### config.mk
export PLATFORM = sky130hd
export DESIGN_NAME = qu_instr_decoder
export DESIGN_NICKNAME = d
export VERILOG_FILES = /design/src/rtl/qu_instr_decoder.sv
export SDC_FILE = /design/constraint.sdc
export NUM_CORES = 1
export LEC_CHECK = 0
export ABC_CLOCK_PERIOD_IN_PS = 9930
export BUFFER_PORTS_ARGS = -buffer_cell sky130_fd_sc_hd__buf_2
export CAP_MARGIN = 20
export CORE_MARGIN = 4
export CORE_UTILIZATION = 55
export CTS_CLUSTER_DIAMETER = 40
export DETAILED_ROUTE_END_ITERATION = 12
export PLACE_DENSITY = 0.82
export SYNTH_ARGS = -nofsm -noshare
export SYNTH_HDL_FRONTEND = slang
export SYNTH_SLANG_ARGS = --single-unit
### constraint.sdc
create_clock -name clk -period 9.93 [get_ports clk]
set_clock_uncertainty 0.15 [all_clocks]
set_input_delay 0.4965 -clock clk [delete_from_list [all_inputs] [get_ports clk]]
set_output_delay 0.4965 -clock clk [all_outputs]
set_load 0.05 [all_outputs]
### src/rtl/qu_instr_decoder.sv
// qu_instr_decoder
//
// Decode stage of the Qu core. Turns RV32I instruction words into register
// fields, a sign-extended immediate, an operation class and an illegal flag.
// Decoding is purely combinational into a two-entry elastic buffer: an output
// register plus a skid register. That keeps throughput at one instruction per
// clock while in_ready_o comes straight from a flop.
//
// Handshake (both sides): a transfer happens on a rising clk edge where
// valid && ready are both high. A producer holds valid and payload stable
// until that edge. The decoder keeps its output fields stable while
// out_valid_o && !out_ready_i.
//
// Ports
//   clk, rst                   core clock, asynchronous active-high reset
//   in_valid_i / in_ready_o    fetch-side handshake
//   instr_i, pc_i              raw instruction word and its PC
//   flush_i                    drops every buffered entry and the input
//                              offered in the same cycle
//   out_valid_o / out_ready_i  issue-side handshake
//   pc_o, op_class_o, rd_o, rs1_o, rs2_o, funct3_o, funct7_o, imm_o,
//   rd_we_o, illegal_o         decoded entry
module qu_instr_decoder #(
  parameter int PC_WIDTH = 12
) (
  input  logic                clk,
  input  logic                rst,
  input  logic                in_valid_i,
  output logic                in_ready_o,
  input  logic [31:0]         instr_i,
  input  logic [PC_WIDTH-1:0] pc_i,
  input  logic                flush_i,
  output logic                out_valid_o,
  input  logic                out_ready_i,
  output logic [PC_WIDTH-1:0] pc_o,
  output logic [3:0]          op_class_o,
  output logic [4:0]          rd_o,
  output logic [4:0]          rs1_o,
  output logic [4:0]          rs2_o,
  output logic [2:0]          funct3_o,
  output logic [6:0]          funct7_o,
  output logic [31:0]         imm_o,
  output logic                rd_we_o,
  output logic                illegal_o
);

  // Major opcodes (instr[6:0])
  localparam logic [6:0] OPC_OP     = 7'h33;
  localparam logic [6:0] OPC_OP_IMM = 7'h13;
  localparam logic [6:0] OPC_LOAD   = 7'h03;
  localparam logic [6:0] OPC_STORE  = 7'h23;
  localparam logic [6:0] OPC_BRANCH = 7'h63;
  localparam logic [6:0] OPC_JAL    = 7'h6F;
  localparam logic [6:0] OPC_JALR   = 7'h67;
  localparam logic [6:0] OPC_LUI    = 7'h37;
  localparam logic [6:0] OPC_AUIPC  = 7'h17;
  localparam logic [6:0] OPC_SYSTEM = 7'h73;
  localparam logic [6:0] OPC_FENCE  = 7'h0F;

  // Operation classes
  localparam logic [3:0] CLS_R       = 4'd0;
  localparam logic [3:0] CLS_I       = 4'd1;
  localparam logic [3:0] CLS_LOAD    = 4'd2;
  localparam logic [3:0] CLS_S       = 4'd3;
  localparam logic [3:0] CLS_B       = 4'd4;
  localparam logic [3:0] CLS_JAL     = 4'd5;
  localparam logic [3:0] CLS_JALR    = 4'd6;
  localparam logic [3:0] CLS_LUI     = 4'd7;
  localparam logic [3:0] CLS_AUIPC   = 4'd8;
  localparam logic [3:0] CLS_SYS     = 4'd9;
  localparam logic [3:0] CLS_CSR     = 4'd10;
  localparam logic [3:0] CLS_FENCE   = 4'd11;
  localparam logic [3:0] CLS_ILLEGAL = 4'd15;

  typedef struct packed {
    logic [PC_WIDTH-1:0] pc;
    logic [3:0]          op_class;
    logic [4:0]          rd;
    logic [4:0]          rs1;
    logic [4:0]          rs2;
    logic [2:0]          funct3;
    logic [6:0]          funct7;
    logic [31:0]         imm;
    logic                rd_we;
    logic                illegal;
  } entry_t;

  // ---------------------------------------------------------------------------
  // Combinational decode of the input word
  // ---------------------------------------------------------------------------
  logic [6:0]  opcode;
  logic [2:0]  funct3;
  logic [6:0]  funct7;
  logic [31:0] imm_i, imm_s, imm_b, imm_u, imm_j;
  logic [3:0]  dec_class;
  logic [31:0] dec_imm;
  logic        dec_ok;
  logic        dec_no_rd;
  entry_t      dec;

  assign opcode = instr_i[6:0];
  assign funct3 = instr_i[14:12];
  assign funct7 = instr_i[31:25];

  assign imm_i = {{20{instr_i[31]}}, instr_i[31:20]};
  assign imm_s = {{20{instr_i[31]}}, instr_i[31:25], instr_i[11:7]};
  assign imm_b = {{19{instr_i[31]}}, instr_i[31], instr_i[7], instr_i[30:25],
                  instr_i[11:8], 1'b0};
  assign imm_u = {instr_i[31:12], 12'b0};
  assign imm_j = {{11{instr_i[31]}}, instr_i[31], instr_i[19:12], instr_i[20],
                  instr_i[30:21], 1'b0};

  always_comb begin
    dec_class = CLS_ILLEGAL;
    dec_imm   = 32'd0;
    dec_ok    = 1'b0;
    case (opcode)
      OPC_OP: begin
        dec_class = CLS_R;
        // funct7 0x20 only exists for SUB and SRA
        dec_ok = (funct7 == 7'h00) ||
                 ((funct7 == 7'h20) && ((funct3 == 3'b000) || (funct3 == 3'b101)));
      end
      OPC_OP_IMM: begin
        dec_class = CLS_I;
        dec_imm   = imm_i;
        // only the shifts constrain imm[11:5]
        if (funct3 == 3'b001)      dec_ok = (funct7 == 7'h00);
        else if (funct3 == 3'b101) dec_ok = (funct7 == 7'h00) || (funct7 == 7'h20);
        else                       dec_ok = 1'b1;
      end
      OPC_LOAD: begin
        dec_class = CLS_LOAD;
        dec_imm   = imm_i;
        dec_ok    = (funct3 != 3'b011) && (funct3 != 3'b110) && (funct3 != 3'b111);
      end
      OPC_STORE: begin
        dec_class = CLS_S;
        dec_imm   = imm_s;
        dec_ok    = (funct3 <= 3'b010);
      end
      OPC_BRANCH: begin
        dec_class = CLS_B;
        dec_imm   = imm_b;
        dec_ok    = (funct3 != 3'b010) && (funct3 != 3'b011);
      end
      OPC_JAL: begin
        dec_class = CLS_JAL;
        dec_imm   = imm_j;
        dec_ok    = 1'b1;
      end
      OPC_JALR: begin
        dec_class = CLS_JALR;
        dec_imm   = imm_i;
        dec_ok    = (funct3 == 3'b000);
      end
      OPC_LUI: begin
        dec_class = CLS_LUI;
        dec_imm   = imm_u;
        dec_ok    = 1'b1;
      end
      OPC_AUIPC: begin
        dec_class = CLS_AUIPC;
        dec_imm   = imm_u;
        dec_ok    = 1'b1;
      end
      OPC_SYSTEM: begin
        if (funct3 == 3'b000) begin
          // ECALL (imm 0) / EBREAK (imm 1) with rs1 = rd = x0 only
          dec_class = CLS_SYS;
          dec_ok    = (instr_i[31:21] == 11'd0) && (instr_i[19:15] == 5'd0) &&
                      (instr_i[11:7] == 5'd0);
        end else begin
          dec_class = CLS_CSR;
          dec_imm   = imm_i;
          dec_ok    = (funct3 != 3'b100);
        end
      end
      OPC_FENCE: begin
        dec_class = CLS_FENCE;
        dec_ok    = (funct3 <= 3'b001);
      end
      default: begin
        dec_class = CLS_ILLEGAL;
        dec_ok    = 1'b0;
      end
    endcase
  end

  assign dec_no_rd = (dec_class == CLS_S) || (dec_class == CLS_B) ||
                     (dec_class == CLS_SYS) || (dec_class == CLS_FENCE);

  always_comb begin
    dec.pc       = pc_i;
    dec.rd       = instr_i[11:7];
    dec.rs1      = instr_i[19:15];
    dec.rs2      = instr_i[24:20];
    dec.funct3   = funct3;
    dec.funct7   = funct7;
    // illegal entries keep their raw fields but lose class, imm and rd write
    dec.op_class = dec_ok ? dec_class : CLS_ILLEGAL;
    dec.imm      = dec_ok ? dec_imm : 32'd0;
    dec.rd_we    = dec_ok && !dec_no_rd && (instr_i[11:7] != 5'd0);
    dec.illegal  = !dec_ok;
  end

  // ---------------------------------------------------------------------------
  // Output register + skid register
  // ---------------------------------------------------------------------------
  logic   out_valid_q, out_valid_d;
  logic   skid_valid_q, skid_valid_d;
  entry_t out_q, out_d;
  entry_t skid_q, skid_d;
  logic   accept;
  logic   out_free;

  assign in_ready_o = !skid_valid_q;
  assign accept     = in_valid_i && in_ready_o;
  // output register can take a new entry this cycle
  assign out_free   = !out_valid_q || out_ready_i;

  always_comb begin
    out_valid_d  = out_valid_q;
    skid_valid_d = skid_valid_q;
    out_d        = out_q;
    skid_d       = skid_q;
    if (flush_i) begin
      out_valid_d  = 1'b0;
      skid_valid_d = 1'b0;
    end else if (out_free) begin
      if (skid_valid_q) begin
        // skid holds the older entry; input is blocked while it is full
        out_d        = skid_q;
        out_valid_d  = 1'b1;
        skid_valid_d = 1'b0;
      end else if (accept) begin
        out_d       = dec;
        out_valid_d = 1'b1;
      end else begin
        out_valid_d = 1'b0;
      end
    end else if (accept) begin
      skid_d       = dec;
      skid_valid_d = 1'b1;
    end
  end

  always_ff @(posedge clk or posedge rst) begin
    if (rst) begin
      out_valid_q  <= 1'b0;
      skid_valid_q <= 1'b0;
      out_q        <= '0;
      skid_q       <= '0;
    end else begin
      out_valid_q  <= out_valid_d;
      skid_valid_q <= skid_valid_d;
      out_q        <= out_d;
      skid_q       <= skid_d;
    end
  end

  assign out_valid_o = out_valid_q;
  assign pc_o        = out_q.pc;
  assign op_class_o  = out_q.op_class;
  assign rd_o        = out_q.rd;
  assign rs1_o       = out_q.rs1;
  assign rs2_o       = out_q.rs2;
  assign funct3_o    = out_q.funct3;
  assign funct7_o    = out_q.funct7;
  assign imm_o       = out_q.imm;
  assign rd_we_o     = out_q.rd_we;
  assign illegal_o   = out_q.illegal;

endmodule
==> results_dict.tcl <==
set metrics [dict create \
    p_per_area_mw_per_mm2 213 \
    clk_latency_ns 0.42 \
    root_buffer "clkbuf_16" \
    slowest_delay_ns 0.73 \
    synth_top_family_by_area "compound AO/OA/AOI/OAI gates" \
    fillers 975 \
    start_util 0.569 \
    grt_max_degree 113 \
    drtIter0Drc 658 \
    critPathKind "reg -> out" \
    cts.clk_slew.worst_paths_ns 0.06 \
    grt_use_total 0.268 \
    cp.required_ns 9.28 \
    final_nets 931 \
    cts_tree "yes" \
    switchingPower_mw 0.570 \
    grt_pass1_wl_um 31500 \
    synth_area_leader_cell "dfrtp_1" \
    power.total_mw 1.83 \
    diodes 0 \
    ys.flop_type "dfrtp_1" \
    p_int_mw 1.26 \
    worst_slew_pin_slew_ns 1.09 \
    worstPathCellList "buf_4 -> inv_1 -> buf_2" \
    worst_slack_ns 7.08 \
    finalCriticalPeriod_ns 2.85 \
    path_buf_inv 3 \
    cp_top_family "buffers and inverters" \
    vias 6365 \
    antenna_found_initial 0 \
    num_rows 41 \
    irDropWorstVdd_mv 0.148 \
    endpoint_kind "output port" \
    core_mm2 0.0128 \
    r2r_slack_ns 7.27 \
    p_comb_frac 0.202 \
    dp_slack_ns 6.72 \
    overflow 0 \
    wl_um 19500 \
    post-dp-hpwl_um 12700 \
    synthAdderAreaFrac 0 \
    finalMaxSlewViolations 0 \
    htree_levels 4 \
    synth_cell_type_count 56 \
    cts_sinks 152 \
    cts_buffer_depth 2 \
    first_pass_iters 5 \
    gp_congestion 0.996 \
    switching_share 0.311 \
    hold_class "in -> async" \
    grt_pass1_vias 6060 \
    worstPathArrival_ns 2.20 \
    power_frac_seq 0.409 \
    synth_xor_area_frac 0.00241 \
    dpl_cell_area_mm2 0.00792 \
    die_area_mm2 0.0151 \
    status "finished clean" \
    synth_seq_cells 152 \
    cp_max_fo 67 \
    syn_area_per_cell_um2 9.20 \
    synthArstFlopShare 1.00 \
    area_growth_pct 18.3 \
    cts_resized 0 \
    wl_per_cell_um 18.3 \
    synthTopCellsByCount "208 x nand2_1, 152 x dfrtp_1, 68 x a21oi_1" \
    yosysSeqAreaShare 0.523 \
    port_buffers 125 \
    slew_headroom 0.276 \
    synth_area_mm2 0.00727 \
    final_antenna_net_count 0 \
    stdcell_area_mm2 0.00861 \
    postCtsHoldBufs 0 \
    synth_edf_count 0 \
    max-cap-violations 0 \
    setup_viol 0 \
    ios 126 \
    cts_inserted_buffers 17 \
    finalSetupTns_ns 0 \
    finalHoldViolCount 0 \
    power_leakage_nw 4.04 \
    ys_warn_count 0 \
    syn_nets 840 \
    yosysMostFrequentCell "nand2_1" \
    drive_above_1_share 0.216 \
    die_h_um 123 \
    rsz0062_at_grt "false" \
    critPathLaunchType "flop" \
    synth.mux.area_fraction 0.0509 \
    synth_top_area_frac 0.523 \
    slowest_stage "buf_4" \
    post-route-period-util 0.287 \
    route.detailed.drc 0 \
    synth-simple-area-share 0.181 \
    synth_area_leaders "dfrtp_1 52%, nand2_1 11%, mux2i_1 5.1%, a21oi_1 4.7%, o21ai_0 4.4%" \
    synth-compound-area-share 0.202 \
    netlist_instances 791 \
    clkPwrFrac 0.389 \
    clock.fmax_mhz 351 \
    post_cts_buffers 0 \
    vias_per_cell 5.97 \
    die_w_um 123 \
]
power by group through the flow:
stage	combinational (mW)	clock, mW	sequential (mW)
after floorplan	0.119	0	0.901
after global placement	0.362	0	0.756
after detailed placement	0.368	0	0.759
after CTS	0.370	0.718	0.749
after global routing	0.399	0.745	0.760
final	0.370	0.714	0.750
stage by stage:
stage,instances,hold WS [ns],util
finish,1067,0.0783,0.674
global route,1067,0.113,0.674
CTS,1066,0.112,0.672
detailed placement,1034,0.309,0.620
global placement,1034,0.303,0.620
floorplan,791,0.290,-
per-layer routing:
| layer | track usage | share of wire | vias up | wire length, um |
|---|---|---|---|---|
| met4 | 0.103 | 0.030 | 0 | 594 |
| li1 | - | - | 2950 | - |
| met5 | 0 | 0 | - | 0 |
| met1 | 0.361 | 0.41 | 3079 | 7980 |
| met3 | 0.0554 | 0.070 | 49 | 1380 |
| met2 | 0.432 | 0.49 | 287 | 9600 |
path summary, 6_finish.rpt:
kind                              startpoint      endpoint  depth (start not counted)
worst max register to register  skid_valid_q     imm_o[23]                          6
min in group clk                     flush_i   out_valid_o                          2
worst max-delay path            skid_valid_q    in_ready_o                          3
worst min-delay path                     rst       pc_o[7]                          2
max in group asynchronous                rst  skid_valid_q                          3
worst min register to register    skid_q[11]    skid_q[11]                          2
area by class of cell:
type	count	area, um^2	share of cell area
Inverter	8	35.0	0.00407
Timing Repair Buffer	132	698	0.0811
Multi-Input combinational cell	571	3190	0.371
Sequential cell	152	3810	0.442
Clock buffer	25	495	0.0576
Tap cell	172	215	0.0250
Clock inverter	7	163	0.0189
flip-flops by register name, indices dropped and copies added (netlist names):
register and count:
funct3_o 3, funct7_o 7, illegal_o 1, imm_o 32, op_class_o 4, out_valid_o 1, pc_o 12, rd_o 5
rd_we_o 1, rs1_o 5, rs2_o 5, skid_q 75, skid_valid_q 1
cells by family (layout without fill, tap and decap cells):
| logic type | after synthesis | in the layout |
|---|---|---|
| buffers and inverters | 68 | 172 |
| DFF | 152 | 152 |
| xor gates and xnor gates | 2 | 2 |
| and+or+nand+nor | 307 | 307 |
| AOI/OAI and AO/OA | 225 | 225 |
| muxes | 37 | 37 |
cell usage in the layout (no fill, tap or decap), drive strengths merged, types with 2 or more instances in the layout:
master  instances
and3           13
nor2b           3
nand2         208
mux2i          37
nor3            9
a31oi           2
nor3b           2
a21oi          68
o22ai          26
and2            5
a32oi           4
nand3           9
clkbuf         25
dfrtp         152
nand4b          2
bufinv          5
buf           132
nor2           39
or3             2
nand4           3
o31ai          30
a311o           2
nor4            3
a211oi          2
nand2b          4
a21o            2
a22oi           6
inv             8
o21ai          67
o211ai          6
No activity file was read; power rests on OpenSTA's default activity.
